<file path="src/rtl/bomb_pkg.sv">
// Shared types and helpers for the bomb game's password stage.
// Holds the verifier state enum, keypad control codes, and the code-digit
// derivation used by both the verifier and the password display.
package bomb_pkg;

   typedef enum logic [2:0] {
      ST_IDLE,
      ST_ENTRY,
      ST_CHECK,
      ST_SUCCESS,
      ST_FAIL
   } state_e;

   localparam logic [3:0] KEY_CLEAR = 4'hE;
   localparam logic [3:0] KEY_ENTER = 4'hF;

   // Digit k of the code: (seed + 3k) mod 10; 6-bit sum covers 31 + 9.
   function automatic logic [3:0] code_digit(input logic [4:0] seed, input logic [1:0] k);
      logic [5:0] sum;
      sum = 6'(seed) + 6'(k) * 6'd3;
      return 4'(sum % 6'd10);
   endfunction

endpackage

</file>
<file path="src/rtl/hold_timer.sv">
// Loadable down-counter that emits a one-cycle done pulse on expiry.
// Ports: clk, Rst (sync, active-low), load / load_val (start a count),
//        done_c (combinational, high for one cycle when the count hits 0).
module hold_timer #(
   parameter int unsigned CW = 8
) (
   input  logic          clk,
   input  logic          Rst,
   input  logic          load,
   input  logic [CW-1:0] load_val,
   output logic          done_c
);

   logic [CW-1:0] count;
   logic          busy;

   // Count down from load_val to zero once, then go idle.
   always_ff @(posedge clk) begin
      if (!Rst) begin
         count <= '0;
         busy  <= 1'b0;
      end else if (load) begin
         count <= load_val;
         busy  <= 1'b1;
      end else if (busy) begin
         if (count == '0) busy  <= 1'b0;
         else             count <= count - CW'(1);
      end
   end

   assign done_c = busy && (count == '0) && !load;

endmodule

</file>
<file path="src/rtl/code_verify.sv">
// Password entry and verification stage behind the game controller.
// Latches the seed on start_input rising, collects keypad digits, checks
// attempts against the derived code, holds success/fail for HOLD_CYCLES and
// then pulses repeat_rst for one cycle.
// Ports: clk, Rst (sync, active-low); start_input, seed, timeout, key_valid,
//        key_code in; success, fail, repeat_rst, entry, digits_entered,
//        tries_left out (all registered).
module code_verify
   import bomb_pkg::*;
#(
   parameter int unsigned CODE_DIGITS = 4,
   parameter int unsigned MAX_TRIES   = 3,
   parameter int unsigned HOLD_CYCLES = 150_000_000
) (
   input  logic                     clk,
   input  logic                     Rst,
   input  logic                     start_input,
   input  logic [4:0]               seed,
   input  logic                     timeout,
   input  logic                     key_valid,
   input  logic [3:0]               key_code,
   output logic                     success,
   output logic                     fail,
   output logic                     repeat_rst,
   output logic [4*CODE_DIGITS-1:0] entry,
   output logic [2:0]               digits_entered,
   output logic [1:0]               tries_left
);

   localparam int unsigned ENTRY_W = 4 * CODE_DIGITS;
   localparam int unsigned CW      = (HOLD_CYCLES > 2) ? $clog2(HOLD_CYCLES) : 1;

   state_e               state, state_nxt;
   logic                 start_q;
   logic [4:0]           seed_q, seed_nxt;
   logic [ENTRY_W-1:0]   entry_nxt, code;
   logic [2:0]           digits_nxt;
   logic [1:0]           tries_nxt;
   logic                 success_nxt, fail_nxt, repeat_nxt;
   logic                 hold_load_c, hold_done_c;
   logic                 start_rise, start_fall;
   logic                 to_idle, to_fail, to_success;

   assign start_rise = start_input && !start_q;
   assign start_fall = !start_input && start_q;

   // Code is always derived from the latched seed, first digit in the top nibble.
   always_comb begin
      code = '0;
      for (int i = 0; i < CODE_DIGITS; i++)
         code[ENTRY_W-1-4*i -: 4] = code_digit(seed_q, 2'(i));
   end

   hold_timer #(.CW(CW)) u_hold (
      .clk      (clk),
      .Rst      (Rst),
      .load     (hold_load_c),
      .load_val (CW'(HOLD_CYCLES - 2)),
      .done_c   (hold_done_c)
   );

   // Next-state and next-output logic.
   always_comb begin
      state_nxt   = state;
      seed_nxt    = seed_q;
      entry_nxt   = entry;
      digits_nxt  = digits_entered;
      tries_nxt   = tries_left;
      success_nxt = success;
      fail_nxt    = fail;
      repeat_nxt  = 1'b0;
      hold_load_c = 1'b0;
      to_idle     = 1'b0;
      to_fail     = 1'b0;
      to_success  = 1'b0;

      // Losing the enable aborts everything without a restart pulse.
      if (state != ST_IDLE && start_fall) begin
         to_idle = 1'b1;
      end else begin
         case (state)
            ST_IDLE: begin
               if (start_rise) begin
                  seed_nxt  = seed;
                  state_nxt = ST_ENTRY;
               end
            end
            ST_ENTRY: begin
               if (timeout) begin
                  to_fail = 1'b1;
               end else if (key_valid) begin
                  if (key_code <= 4'd9) begin
                     if (digits_entered < 3'(CODE_DIGITS)) begin
                        for (int i = 0; i < CODE_DIGITS; i++)
                           if (digits_entered == 3'(i))
                              entry_nxt[ENTRY_W-1-4*i -: 4] = key_code;
                        digits_nxt = digits_entered + 3'd1;
                     end
                  end else if (key_code == KEY_CLEAR) begin
                     entry_nxt  = '1;
                     digits_nxt = 3'd0;
                  end else if (key_code == KEY_ENTER) begin
                     state_nxt = ST_CHECK;
                  end
               end
            end
            ST_CHECK: begin
               if (timeout) begin
                  to_fail = 1'b1;
               end else if (digits_entered == 3'(CODE_DIGITS) && entry == code) begin
                  to_success = 1'b1;
               end else begin
                  tries_nxt = tries_left - 2'd1;
                  if (tries_left <= 2'd1) begin
                     to_fail = 1'b1;
                  end else begin
                     entry_nxt  = '1;
                     digits_nxt = 3'd0;
                     state_nxt  = ST_ENTRY;
                  end
               end
            end
            ST_SUCCESS, ST_FAIL: begin
               // repeat_rst marks the last hold cycle; leave on the following edge.
               if (repeat_rst) to_idle = 1'b1;
               else            repeat_nxt = hold_done_c;
            end
            default: to_idle = 1'b1;
         endcase
      end

      if (to_fail) begin
         state_nxt   = ST_FAIL;
         fail_nxt    = 1'b1;
         success_nxt = 1'b0;
         hold_load_c = 1'b1;
      end
      if (to_success) begin
         state_nxt   = ST_SUCCESS;
         success_nxt = 1'b1;
         fail_nxt    = 1'b0;
         hold_load_c = 1'b1;
      end
      if (to_idle) begin
         state_nxt   = ST_IDLE;
         entry_nxt   = '1;
         digits_nxt  = 3'd0;
         tries_nxt   = 2'(MAX_TRIES);
         success_nxt = 1'b0;
         fail_nxt    = 1'b0;
         repeat_nxt  = 1'b0;
      end
   end

   // State and output registers.
   always_ff @(posedge clk) begin
      if (!Rst) begin
         state          <= ST_IDLE;
         start_q        <= 1'b0;
         seed_q         <= '0;
         entry          <= '1;
         digits_entered <= 3'd0;
         tries_left     <= 2'(MAX_TRIES);
         success        <= 1'b0;
         fail           <= 1'b0;
         repeat_rst     <= 1'b0;
      end else begin
         state          <= state_nxt;
         start_q        <= start_input;
         seed_q         <= seed_nxt;
         entry          <= entry_nxt;
         digits_entered <= digits_nxt;
         tries_left     <= tries_nxt;
         success        <= success_nxt;
         fail           <= fail_nxt;
         repeat_rst     <= repeat_nxt;
      end
   end

endmodule

</file>
<file path="config.mk">
export PLATFORM = sky130hd
export DESIGN_NAME = code_verify
export DESIGN_NICKNAME = d
export VERILOG_FILES = /design/src/rtl/bomb_pkg.sv /design/src/rtl/hold_timer.sv /design/src/rtl/code_verify.sv
export SDC_FILE = /design/constraint.sdc
export NUM_CORES = 1
export LEC_CHECK = 0
export CAP_MARGIN = 20
export CORE_MARGIN = 8
export CORE_UTILIZATION = 30
export DETAILED_ROUTE_END_ITERATION = 8
export GPL_TIMING_DRIVEN = 0
export PLACE_DENSITY = 0.5
export SLEW_MARGIN = 20
export SYNTH_ARGS = -nofsm -noshare
export SYNTH_HDL_FRONTEND = slang
export SYNTH_HIERARCHICAL = 1
export SYNTH_SLANG_ARGS = --single-unit
</file>
<file path="constraint.sdc">
create_clock -name clk -period 5.05 [get_ports clk]
set_input_delay 1.01 -clock clk [delete_from_list [all_inputs] [get_ports clk]]
set_output_delay 1.01 -clock clk [all_outputs]
set_load 0.03 [all_outputs]
</file>
==> flow_metrics.tcl <==
set metrics [dict create \
    area_growth_pct 28.1 \
    synth_top_area_share_pct 22.0 \
    crit_fanout 8 \
    mostFrequentLayoutCells "dfxtp_1 (59), nand2_1 (48), nor2_1 (47), o21ai_0 (44), clkdlybuf4s50_1 (36)" \
    die_y_um 153 \
    drive_gt1_share_pct 19.9 \
    synthTopCellsByArea "dfxtp_1 (22%), ha_1 (4.9%), mux2i_1 (4.3%), o21ai_0 (4.1%), nand2_1 (3.3%)" \
    cp_slowest_cell "or4_4" \
    n_antenna_cell 0 \
    drv_slew 0 \
    critPathBufInv 2 \
    dp_worst_setup_slack_ns -1.24 \
    clk_pin_slew_ns 0.06 \
    worstSkewPairLatency_ns 0.35 \
    crit_family "simple AND/OR/NAND/NOR gates" \
    dr.pass1.iters 5 \
    num_rows 50 \
    hp-start "success" \
    worstPathRequired_ns 5.31 \
    die-area_sq_mm 0.0234 \
    wl_per_cell_um 17.9 \
    hpwl_mm 13.5 \
    synth_area_per_cell_sq_um 7.91 \
    finalHoldViolations 0 \
    clockBufferDepth 2 \
    r2r-end "u_hold/count[12]" \
    fin_crit_sh_pct 96.3 \
    numClockSinks 62 \
    drc 0 \
    synthArstFlopShare_pct 0 \
    via_per_inst 5.65 \
    antenna_found_initial 0 \
    leakage_nw 2.78 \
    initial_core_util_pct 30.3 \
    peakVddDrop_mv 0.169 \
    ant_nets 0 \
    cap_viol_max_count 0 \
    r2r_cells 21 \
    worstSetupPathType "flip-flop to flip-flop" \
    r2r-start "seed_q[1]" \
    wirelength_mm 18.8 \
    worst_slack_ns 0.185 \
    core_sq_mm 0.0186 \
    crit_arrival_ns 5.13 \
    power_density_mw_per_mm2 289 \
    synthFlopType "dfxtp_1" \
    yosysSeqAreaShare_pct 22.0 \
    vias 5950 \
    ys_ff_latch 62 \
    syn_area_sq_mm 0.00563 \
    min_period_ns 4.86 \
    clock_skew_ns 0.0107 \
    portBuffers 36 \
    synthesis.instances 712 \
    synth_edf_count 0 \
    slowest_delay_ns 0.42 \
    post-route-util_pct 38.8 \
    grt_max_degree 11 \
    h-tree-depth 3 \
    grt_pass1_vias 5711 \
    cts_tree "done" \
    final_common_cell "dfxtp_1" \
    status "completed" \
    synth_cell_types 96 \
    die_width_um 153 \
    slew_headroom_pct 42.7 \
    setup_viol_count_final 0 \
    synth_area_leader_cell "dfxtp_1" \
    path_common_cell "nand2b_4" \
    grt_use_total_pct 15.9 \
    tightestPinTransition_ns 0.855 \
    layout.nets 851 \
    whs_endpoint "success" \
    tritoncts.num_buffers 9 \
    synth_warnings 6 \
    grt_pass1_wl_mm 30.4 \
    gp_congestion 0.863 \
    crit_chain "buf_12 -> clkinvlp_4 -> ha_4 -> nand2b_4 -> nor2_4 -> xnor2_2 -> ha_1 -> a21boi_2 -> a21oi_4 -> o211a_1 -> a211o_1 -> nor2b_4 -> or4_4 -> and2_4 -> or3_4 -> o21a_4 -> nand2b_4 -> nor2_1 -> o21ai_1 -> or3_1 -> a31oi_1" \
    io_pins 38 \
    r2r_setup_slack_ns 0.19 \
    grt-ovfl-total 0 \
    fmax_mhz 206 \
    p_total_mw 2.08 \
    cp-start-kind "flip-flop" \
    min_path_type "flip-flop to flip-flop" \
    drtIter0Drc 419 \
    hold_depth 2 \
    clockRootBuffer "clkbuf_16" \
    critPathCaptureType "flip-flop" \
]
[metal layers]
metal | part of all wire (%) | track usage (%) | routed length (um)
met4 | 2.5 | 6.36 | 466
met2 | 47 | 26.4 | 8820
met1 | 46 | 19.8 | 8690
met3 | 4.4 | 3.04 | 832
met5 | 0 | 0 | 0
[how the worst max path moves through the flow]
stage,start,to,slack (ns),cells past startpoint
finish,seed_q[1],u_hold/count[12],0.19,21
global placement,seed_q[1],u_hold/count[5],-1.31,22
CTS,seed_q[1],u_hold/count[24],0.0009,22
detailed placement,seed_q[1],u_hold/count[5],-1.24,22
global route,seed_q[1],u_hold/count[12],-0.05,21
floorplan,seed_q[1],u_hold/count[4],0.02,20
[metrics by stage]
| stage | TNS, ns | hold slack (ns) | std cells | area (sq um) |
|---|---|---|---|---|
| after detailed placement | -29.94 | 0.472 | 1008 | 6390 |
| after global placement | -32.54 | 0.476 | 1008 | 6390 |
| final | 0 | 0.476 | 1053 | 7210 |
| after floorplan | 0 | 0.475 | 738 | 5740 |
| after global routing | -0.113 | 0.519 | 1053 | 7210 |
| after CTS | 0 | 0.480 | 1034 | 6930 |
[worst reg2reg max path, cell delays in order, from the launching register on]
cell	delay, ns
dfxtp_4	0.35
buf_12	0.12
clkinvlp_4	0.18
ha_4	0.22
nand2b_4	0.17
nor2_4	0.13
xnor2_2	0.12
ha_1	0.25
a21boi_2	0.23
a21oi_4	0.07
o211a_1	0.22
a211o_1	0.36
nor2b_4	0.15
or4_4	0.42
and2_4	0.18
or3_4	0.36
o21a_4	0.23
nand2b_4	0.15
nor2_1	0.14
o21ai_1	0.19
or3_1	0.39
a31oi_1	0.16
[logic make-up (layout without fill, tap and decap cells)]
kind of cell               after synthesis  after routing  synth area share [%]
AOI/OAI and AO/OA                      227            227                  28.4
xor gates and xnor gates                24             24                  3.98
adders and majority gates               23             23                  5.07
buffers and inverters                   66            147                  6.25
DFF                                     62             62                  22.0
muxes                                   26             26                  4.67
other                                    2             28                 0.133
and+or+nand+nor                        282            282                  29.5
[cell type report]
| cell class | count | area, sq um |
|---|---|---|
| multi-input cells | 610 | 4320 |
| well taps | 234 | 293 |
| flip-flops and latches | 62 | 1250 |
| fillers | 1887 | 11400 |
| plain buffers | 46 | 355 |
| inverters | 20 | 82.6 |
| clock buffers | 11 | 253 |
| clock inverters | 4 | 70.1 |
| repair buffers | 66 | 589 |
[state kept, by name (all words and copies together), names as in the netlist]
name and flops:
repeat_rst 1, fail 1, state 3, digits_entered 3
tries_left 2, seed_q 5, success 1, u_hold/count 28
entry 16, start_q 1, u_hold/busy 1
[repair_timing]
item | CTS | global route
resized for setup | 41 | 37
buffers inserted | 11 | 19
hold buffers | 0 | 0
pin swaps | 5 | 14
setup endpoints to repair | 30 | 30
[cell usage after synthesis, types with 5 or more instances]
library cell  instances
a211oi_1              9
a21boi_0             10
a21oi_1              36
a31oi_1              20
buf_2                11
buf_6                 7
clkbuf_1             21
dfxtp_1              62
ha_1                 22
inv_1                19
mux2i_1              24
nand2_1              49
nand2b_1             12
nand3_1              21
nand4_1               8
nor2_1               49
nor2b_1              12
nor3_1               19
nor4_1               12
nor4b_1               5
o211a_1               7
o211ai_1             11
o21a_1                6
o21ai_0              46
o21ai_1               5
o22ai_1               5
o31ai_1              10
o41ai_1               5
or2_2                12
or3_1                17
or4_1                12
xnor2_1              18
xor2_1                5
[report_power, final]
part | total (mW) | internal [mW] | switching (mW)
Clock | 0.696 | 0.455 | 0.242
Sequential | 0.569 | 0.525 | 0.0433
Combinational | 0.817 | 0.337 | 0.480
Total | 2.08 | 1.32 | 0.765
Power figures use the tool's default switching activity.
